### src/rtl/ads8684_ctrl_pkg.sv
// Shared constants, state encodings and frame builder for the ADS8684 SPI controller.
package ads8684_ctrl_pkg;

  localparam logic [15:0] ADS8684_CMD_MAN_CH = 16'hC000;
  localparam logic [15:0] ADS8684_CMD_NOOP   = 16'h0000;
  localparam int          ADS8684_CH_SHIFT   = 10;
  localparam int          ADS8684_FRAME_BITS = 32;

  // Request/pipeline FSM states in the top.
  typedef enum logic [2:0] {
    ST_IDLE,
    ST_SETUP,
    ST_SHIFT,
    ST_HOLD,
    ST_GAP
  } ctrl_state_t;

  // Serial engine states: csn setup, sclk high/low phases, csn hold.
  typedef enum logic [2:0] {
    SH_IDLE,
    SH_SETUP,
    SH_HIGH,
    SH_LOW,
    SH_HOLD
  } shift_state_t;

  // 32-bit frame: command in the upper half, zeros in the lower half.
  function automatic logic [31:0] build_frame(input logic is_cmd, input logic [1:0] ch);
    logic [15:0] cmd;
    cmd = is_cmd ? (ADS8684_CMD_MAN_CH | (16'(ch) << ADS8684_CH_SHIFT)) : ADS8684_CMD_NOOP;
    return {cmd, 16'h0000};
  endfunction

endpackage

### src/rtl/ads8684_ctrl_spi_shift.sv
// Serial engine: one full 32-bit MSB-first frame per start, with csn setup/hold
// spacing and sclk generated from a clk divider. sdi is driven and sdo captured
// on the clk edge that raises sclk; the ADC works on the falling edge.
module ads8684_spi_shift
  import ads8684_ctrl_pkg::*;
#(
  parameter int SCLK_DIV = 4
) (
  input  logic        clk,
  input  logic        rst_n,
  input  logic        start,
  input  logic [31:0] tx_word,
  output logic        done,
  output logic [31:0] rx_word,
  output logic        csn,
  output logic        sclk,
  output logic        sdi,
  input  logic        sdo
);

  localparam int DIV_W = $clog2(SCLK_DIV + 1);
  localparam logic [DIV_W-1:0] DIV_LAST = DIV_W'(SCLK_DIV - 1);

  shift_state_t     sh_state;
  logic [DIV_W-1:0] div_cnt;
  logic [4:0]       bit_idx;
  logic [4:0]       bit_nxt;
  logic [31:0]      tx_sr;
  logic [31:0]      rx_sr;
  logic             div_last;
  logic             load;
  logic             rise_first;
  logic             rise_next;

  assign div_last   = (div_cnt == DIV_LAST);
  assign bit_nxt    = bit_idx - 5'd1;
  assign load       = (sh_state == SH_IDLE) && start;
  assign rise_first = (sh_state == SH_SETUP) && div_last;
  assign rise_next  = (sh_state == SH_LOW) && div_last && (bit_idx != 5'd0);
  // done is asserted in the cycle whose closing edge raises csn, so the top can
  // register its result on exactly that edge.
  assign done       = (sh_state == SH_HOLD) && div_last;
  assign rx_word    = rx_sr;

  // Control sequencing: divider, bit counter and pin generation.
  always_ff @(posedge clk or negedge rst_n) begin
    if (!rst_n) begin
      sh_state <= SH_IDLE;
      div_cnt  <= '0;
      bit_idx  <= 5'd31;
      csn      <= 1'b1;
      sclk     <= 1'b0;
      sdi      <= 1'b0;
    end else begin
      case (sh_state)
        SH_IDLE: begin
          if (start) begin
            csn      <= 1'b0;
            div_cnt  <= '0;
            bit_idx  <= 5'd31;
            sh_state <= SH_SETUP;
          end
        end
        SH_SETUP: begin
          if (div_last) begin
            sclk     <= 1'b1;
            sdi      <= tx_sr[31];
            div_cnt  <= '0;
            sh_state <= SH_HIGH;
          end else begin
            div_cnt <= div_cnt + 1'b1;
          end
        end
        SH_HIGH: begin
          if (div_last) begin
            sclk     <= 1'b0;
            div_cnt  <= '0;
            sh_state <= SH_LOW;
          end else begin
            div_cnt <= div_cnt + 1'b1;
          end
        end
        SH_LOW: begin
          if (div_last) begin
            div_cnt <= '0;
            if (bit_idx == 5'd0) begin
              // sdi is only released after the ADC has sampled the last bit.
              sdi      <= 1'b0;
              sh_state <= SH_HOLD;
            end else begin
              sclk     <= 1'b1;
              sdi      <= tx_sr[bit_nxt];
              bit_idx  <= bit_nxt;
              sh_state <= SH_HIGH;
            end
          end else begin
            div_cnt <= div_cnt + 1'b1;
          end
        end
        SH_HOLD: begin
          if (div_last) begin
            csn      <= 1'b1;
            div_cnt  <= '0;
            sh_state <= SH_IDLE;
          end else begin
            div_cnt <= div_cnt + 1'b1;
          end
        end
        default: sh_state <= SH_IDLE;
      endcase
    end
  end

  // Data shift registers: latch the tx word at start, capture sdo on each sclk rise.
  always_ff @(posedge clk) begin
    if (load) tx_sr <= tx_word;
    if (rise_first) rx_sr[31] <= sdo;
    else if (rise_next) rx_sr[bit_nxt] <= sdo;
  end

endmodule

### src/rtl/ads8684_ctrl.sv
// ADS8684 SPI master: accepts channel requests, issues one 32-bit frame per
// request (or a NO_OP to flush), and returns each result one frame later,
// tagged with its channel.
module ads8684_ctrl
  import ads8684_ctrl_pkg::*;
#(
  parameter int SCLK_DIV = 4,
  parameter int CSN_GAP  = 8
) (
  input  logic        clk,
  input  logic        rst_n,
  input  logic        req_valid,
  output logic        req_ready,
  input  logic [1:0]  req_ch,
  output logic        rd_valid,
  output logic [1:0]  rd_ch,
  output logic [15:0] rd_data,
  output logic        busy,
  output logic        csn,
  output logic        sclk,
  output logic        sdi,
  input  logic        sdo
);

  localparam int GAP_W = $clog2(CSN_GAP + 1);
  localparam logic [GAP_W-1:0] GAP_LAST = GAP_W'(CSN_GAP - 1);

  ctrl_state_t      state;
  logic [GAP_W-1:0] gap_cnt;
  logic             pend_valid;
  logic [1:0]       pend_ch;
  logic             cur_cmd;
  logic [1:0]       cur_ch;
  logic             accept;
  logic             start;
  logic             frame_done;
  logic [31:0]      tx_word;
  logic [31:0]      rx_word;

  // req_ready is only high in IDLE, so it doubles as the IDLE qualifier here.
  // A waiting request always beats the NO_OP flush.
  assign accept  = req_valid && req_ready;
  assign start   = req_ready && (req_valid || pend_valid);
  assign tx_word = build_frame(accept, req_ch);

  ads8684_spi_shift #(
    .SCLK_DIV(SCLK_DIV)
  ) u_shift (
    .clk     (clk),
    .rst_n   (rst_n),
    .start   (start),
    .tx_word (tx_word),
    .done    (frame_done),
    .rx_word (rx_word),
    .csn     (csn),
    .sclk    (sclk),
    .sdi     (sdi),
    .sdo     (sdo)
  );

  // Request/pipeline FSM with registered handshake, result and busy outputs.
  always_ff @(posedge clk or negedge rst_n) begin
    if (!rst_n) begin
      state      <= ST_GAP;
      gap_cnt    <= '0;
      req_ready  <= 1'b0;
      rd_valid   <= 1'b0;
      rd_ch      <= 2'd0;
      rd_data    <= 16'h0000;
      busy       <= 1'b0;
      pend_valid <= 1'b0;
      pend_ch    <= 2'd0;
      cur_cmd    <= 1'b0;
      cur_ch     <= 2'd0;
    end else begin
      rd_valid <= 1'b0;
      case (state)
        ST_IDLE: begin
          if (accept) begin
            cur_cmd   <= 1'b1;
            cur_ch    <= req_ch;
            req_ready <= 1'b0;
            busy      <= 1'b1;
            state     <= ST_SETUP;
          end else if (pend_valid) begin
            cur_cmd   <= 1'b0;
            cur_ch    <= 2'd0;
            req_ready <= 1'b0;
            busy      <= 1'b1;
            state     <= ST_SETUP;
          end else begin
            busy <= 1'b0;
          end
        end
        ST_SETUP: begin
          busy  <= 1'b1;
          state <= ST_SHIFT;
        end
        ST_SHIFT: begin
          busy <= 1'b1;
          if (frame_done) begin
            // The upper half of this frame's rx word answers the previous command.
            if (pend_valid) begin
              rd_valid <= 1'b1;
              rd_ch    <= pend_ch;
              rd_data  <= rx_word[31:16];
            end
            pend_valid <= cur_cmd;
            pend_ch    <= cur_ch;
            state      <= ST_HOLD;
          end
        end
        ST_HOLD: begin
          busy    <= 1'b1;
          gap_cnt <= '0;
          state   <= ST_GAP;
        end
        ST_GAP: begin
          if (gap_cnt == GAP_LAST) begin
            req_ready <= 1'b1;
            busy      <= pend_valid;
            state     <= ST_IDLE;
          end else begin
            gap_cnt <= gap_cnt + 1'b1;
            busy    <= 1'b1;
          end
        end
        default: state <= ST_GAP;
      endcase
    end
  end

endmodule
### config.mk
export PLATFORM = sky130hd
export DESIGN_NAME = ads8684_ctrl
export DESIGN_NICKNAME = d
export VERILOG_FILES = /design/src/rtl/ads8684_ctrl_pkg.sv /design/src/rtl/ads8684_ctrl_spi_shift.sv /design/src/rtl/ads8684_ctrl.sv
export SDC_FILE = /design/constraint.sdc
export NUM_CORES = 1
export LEC_CHECK = 0
export ABC_CLOCK_PERIOD_IN_PS = 3200
export CORE_AREA = 10 10 116 92
export CTS_BUF_LIST = sky130_fd_sc_hd__clkbuf_4 sky130_fd_sc_hd__clkbuf_8
export DETAILED_ROUTE_END_ITERATION = 12
export DIE_AREA = 0 0 126 102
export SYNTH_ARGS = -nofsm -noshare
export SYNTH_HDL_FRONTEND = slang
export SYNTH_SLANG_ARGS = --single-unit
### constraint.sdc
create_clock -name clk -period 3.2 [get_ports clk]
set_clock_uncertainty 0.15 [all_clocks]
set_input_delay 0.48 -clock clk [delete_from_list [all_inputs] [get_ports clk]]
set_output_delay 0.48 -clock clk [all_outputs]
set_load 0.02 [all_outputs]
# After elaboration in Yosys (flattened, before gate mapping)
# Cells that the tools add are included.
word_totals:
  inputBits: 6
  word_cells: 138
  out_inout_bits: 24
  reg_bits: 96
classes:
  addsub: 3
  n_eq_ne: 20
  order_cmp: 2
  n_reduce_logical: 38
  n_bitwise: 1
  n_mux: 53
ops:
  columns: ["op", "n"]
  rows:
  - ["2-to-1 mux 3 bit", 12]
  - ["bitwise mux 32 bit", 1]
  - ["2-to-1 mux 32 bit", 1]
  - ["2-to-1 mux 1 bit", 20]
  - ["2-to-1 mux 16 bit", 1]
  - ["nonzero test 2 bit", 8]
  - ["equality test 3 x 2 -> 1 bit, second input constant", 5]
  - ["2-to-1 mux 5 bit", 3]
  - ["case mux 3 bit (5 select lines)", 1]
  - ["AND reduction 3 bit", 5]
  - ["case mux 3 bit (4 select lines)", 1]
  - ["!= test 2 x 1 -> 1 bit, second input constant", 5]
  - ["case mux 5 bit (2 select lines)", 1]
  - ["AND reduction 2 bit", 5]
  - ["AND reduction 5 bit", 2]
  - ["logical AND 1 bit", 8]
  - ["!= test 2 bit, second input constant", 4]
  - ["case mux 4 bit (2 select lines)", 1]
  - ["equality test 3 x 1 -> 1 bit, second input constant", 2]
  - ["equality test 3 bit, second input constant", 2]
  - ["zero test 3 bit", 2]
  - ["less-than comparator 5 x 6 -> 1 bit, second input constant", 1]
  - ["case mux 1 bit (2 select lines)", 3]
  - ["case mux 1 bit (3 select lines)", 2]
  - ["other kinds (19)", 21]

# Longest topological paths before layout
depth:
  ltp_word: 8
  mapped_depth: 7
  mapped_depth_nobuf: 6

# By module
# From an unflattened synthesis, not the netlist that was laid out.
unflattened:
  cells_unflattened: 349
  hier_area_um2: 4867.2
by_module_without_submodules:
  columns: ["module", "area_per_inst_um2", "seq_area_each_um2", "n_inst", "cells_each"]
  rows:
  - ["ads8684_spi_shift", 3389.5, 2279.7, 1, 239]
  - ["ads8684_ctrl", 1477.7, 852.1, 1, 110]

# Worst setup path before layout
# OpenSTA, ideal clock, no wires.
synth_path:
  kind: "reg2reg"
  from: "register u_shift.bit_idx[0]"
  to: "register u_shift.rx_sr[16], in the netlist u_shift.rx_word[16], enable pin"
  setup_ps: 314
  period_less_slack_ps: 2371
  t_required_ps: 2736
  path_slack_ps: 829
  n_path_buf: 1
  arrival_time_ps: 1906
  path_stages_with_launch: 8
  path_cell_list: "dfstp_2 > inv_1 > ha_1 > clkbuf_1 > or2_2 > o21ai_0 > mux2i_1 > nor3b_1"
synth_between:
  elab_chain_cells: 3
synth_lines:
  columns: ["element", "line", "source"]
  rows:
  - ["start, declared", "ads8684_ctrl_spi_shift.sv:26", "logic [4:0] bit_idx;"]
  - ["start signal, assigned", "ads8684_ctrl_spi_shift.sv:93", "bit_idx <= bit_nxt;"]
  - ["nonzero test 5 bit", "ads8684_ctrl_spi_shift.sv:39", "assign rise_next = (sh_state == SH_LOW) && div_last && (bit_idx != 5'd0);"]
  - ["logical AND 1 bit", "ads8684_ctrl_spi_shift.sv:39", null]
  - ["AND reduction 2 bit (no line)", null, null]
  - ["end signal, assigned by index", "ads8684_ctrl_spi_shift.sv:118", "else if (rise_next) rx_sr[bit_nxt] <= sdo;"]
  - ["end, declared", "ads8684_ctrl_spi_shift.sv:29", "logic [31:0] rx_sr;"]
# No other way between the ends.
# A chain may end at the register's enable or synchronous reset.

# Worst setup path after layout
layout_path:
  from: "register u_shift.bit_idx[0]"
  to: "register u_shift.rx_sr[26], in the netlist u_shift.rx_word[26], enable pin"
# The elaborated chain is that of the path after synthesis.

==> impl_metrics.py <==
metrics = {
    "outcome": {
        "outcome": "finished clean",
    },
    "pwr": {
        "peakVddDrop_mv": 0.2075,
        "leakage_nw": 1.630,
        "pwr_density_cell_nw_per_um2": 460.3,
    },
    "yosys": {
        "synth_top_area_share_pct": 32.27,
        "synthArstFlopShare_pct": 71.64,
        "synth_xor_area_share_pct": 1.102,
        "synth_edf_count": 19,
        "ys_seq_area_share_pct": 56.00,
        "synthMuxAreaShare_pct": 9.484,
        "synth.avg_cell_area_um2": 12.00,
        "syn_nets": 278,
        "synth_top_family_by_area": "simple AND/OR/NAND/NOR gates",
        "synth_common_cells": "dfrtp_1 (41), nand2_1 (22), edfxtp_1 (19), nor2_1 (19), mux2_2 (13)",
        "yosys.area_share.adder_pct": 2.755,
        "synth_simple_gate_area_share_pct": 16.65,
        "syn_area_um2": 3179,
        "syn_inst": 265,
        "synth.area.top_cells": "dfrtp_1 (32%), edfxtp_1 (18%), dfstp_2 (5.8%), mux2_2 (4.6%), mux2_4 (4.3%)",
        "ys.flop_type": "dfrtp_1",
        "yosysWarnings": 0,
        "synth_compound_area_share_pct": 10.39,
        "synth_seq_cells": 67,
        "synth_cell_type_count": 57,
        "synth.most_common_cell": "dfrtp_1",
        "yosys.area.top_type": "dfrtp_1",
    },
    "clocking": {
        "cts_setup_buffers": 0,
        "cts_resized": 0,
        "clk_pin_slew_ns": 0.08,
        "cts_sinks": 67,
        "cts_tree": "done",
        "clk_latency_ns": 0.33,
        "cts_buffers": 9,
        "clk_path_buf_depth": 2,
        "root_buffer": "clkbuf_8",
        "cts_htree_levels": 3,
        "cts_hold_buf": 0,
    },
    "critical_path": {
        "path_class": "reg2reg",
        "cp-end-kind": "flip-flop",
        "start_kind": "flip-flop",
        "worst-r2r-setup-slack_ns": 0.43,
        "critPathArrivalTime_ns": 2.64,
        "critPathMaxFanout": 12,
        "worst-endpoint-required_ns": 3.08,
    },
    "cells_and_area": {
        "drive_above_1_share_pct": 19.73,
        "num_antenna_cells": 0,
        "syn_to_final_growth_pct": 18.42,
        "instances_no_fill": 407,
        "final_nets": 307,
    },
    "timing": {
        "hold_viol": 0,
        "tns_ns": 0,
        "period_needed_ns": 2.765,
        "maxSlewViolCount": 0,
        "max_freq_mhz": 361.7,
        "rsz0062_at_grt": "false",
        "post-route-period-util_pct": 86.41,
        "setup-violations-final": 0,
        "relSlewSlack_pct": 32.28,
        "tightestPinTransition_ns": 1.016,
    },
    "route": {
        "via_count": 2059,
        "drc": 0,
        "ant_nets": 0,
        "wl_um": 6048,
        "drtIter0Drc": 85,
        "wl_per_cell_um": 14.86,
        "drtPass1Iterations": 4,
        "drt-vias-per-instance": 5.059,
    },
    "grt": {
        "antenna_found_initial": 0,
        "grt_pass1_vias": 1996,
        "grt_pass1_wl_um": 10210,
        "overflow": 0,
        "grt_use_total_pct": 9.637,
        "grt_max_degree": 47,
    },
    "floorplan": {
        "core-area_um2": 8346,
        "die_x_um": 126,
        "start_util_pct": 38.10,
        "die_h_um": 102,
        "pin_count": 30,
        "dieArea_um2": 12850,
        "placementRows": 29,
    },
    "job": {
        "drv_cap": 0,
    },
    "placement": {
        "portBuffers": 29,
        "dp.cells": 391,
        "hpwl_um": 4214,
        "place_congestion": 0.8177,
    },
    "worst_hold_path": {
        "hold_class": "in2async",
    },
}
==> stage by stage <==
step	power [W]	area, um2	setup WS (ns)	utilization [%]	hold slack, ns
floorplan	0.0008968	3179	0.8293	-	0.03441
global placement	0.0009193	3530	0.5407	42.29	0.3001
detailed placement	0.0009191	3530	0.4757	42.29	0.3108
CTS	0.001758	3765	0.4313	45.11	0.2109
global route	0.001803	3765	0.2465	45.11	0.2555
finish	0.001733	3765	0.4349	45.11	0.1686
==> path summary, 6_finish.rpt <==
| kind | start | to | cells past startpoint |
|---|---|---|---|
| worst max-delay path | u_shift.bit_idx[0] | u_shift.rx_word[26] | 6 |
| worst min-delay path | rst_n | rd_data[0] | 1 |
| worst max register to register | u_shift.bit_idx[0] | u_shift.rx_word[26] | 6 |
| worst min register to register | u_shift.csn | u_shift.csn | 2 |
| max in group asynchronous | rst_n | u_shift.bit_idx[3] | 2 |
| min in group clk | u_shift.csn | u_shift.csn | 2 |
==> layout by cell type, fill, tap and decap left out, types with 5 or more instances in the layout <==
| master | instances |
|---|---|
| mux2_4 | 9 |
| nor3_1 | 7 |
| dfstp_2 | 7 |
| nor3b_1 | 10 |
| or2_2 | 5 |
| a21oi_1 | 8 |
| o21ai_0 | 12 |
| clkbuf_8 | 9 |
| dfrtp_1 | 41 |
| nand2_1 | 22 |
| nand3_1 | 5 |
| inv_1 | 8 |
| mux2_2 | 13 |
| edfxtp_1 | 19 |
| ha_1 | 7 |
| nor2_1 | 19 |
| clkdlybuf4s50_1 | 28 |
==> routing by layer <==
layer	routed length, um	up-vias	GRT usage [%]
met5	0	-	0
met2	2386	49	12.70
met1	3231	984	13.95
li1	-	1019	-
met4	58	0	2.882
met3	372	7	3.777
==> worst max-delay path: stages, from the launching register on <==
cell     delay (ns)
dfstp_2        0.61
inv_1          0.12
ha_1           0.35
nor4b_2        0.25
nor4_4         0.51
nand2_1        0.20
nor3b_1        0.26
==> sequential cells by signal (all words and copies together) (netlist names) <==
register,flops
cur_cmd,1
gap_cnt,4
u_shift.bit_idx,5
u_shift.div_cnt,3
u_shift.sclk,1
u_shift.sdi,1
busy,1
req_ready,1
u_shift.rx_word,16
cur_ch,2
state,3
rd_ch,2
u_shift.tx_sr,3
rd_valid,1
u_shift.csn,1
pend_valid,1
rd_data,16
pend_ch,2
u_shift.sh_state,3
==> layout make-up <==
cell class,count,area (um2)
Clock buffer,10,131.4
Timing Repair Buffer,31,300.3
Sequential cell,67,1780
Tap cell,108,135.1
Multi-Input combinational cell,177,1284
Fill cell,790,4581
Inverter,8,30.03
Clock inverter,6,103.9
==> power by group <==
part	switching (W)	internal [W]
Clock	0.000311	0.000521
Sequential	0	0.000880
Combinational	0.0000156	0.00000573
==> logic make-up after synthesis <==
logic type,Yosys count
flops,67
compound gates,48
xor+xnor,4
buf+inv,21
fa+ha+maj,7
mux,24
simple gates,94
Power figures use the tool's default switching activity.
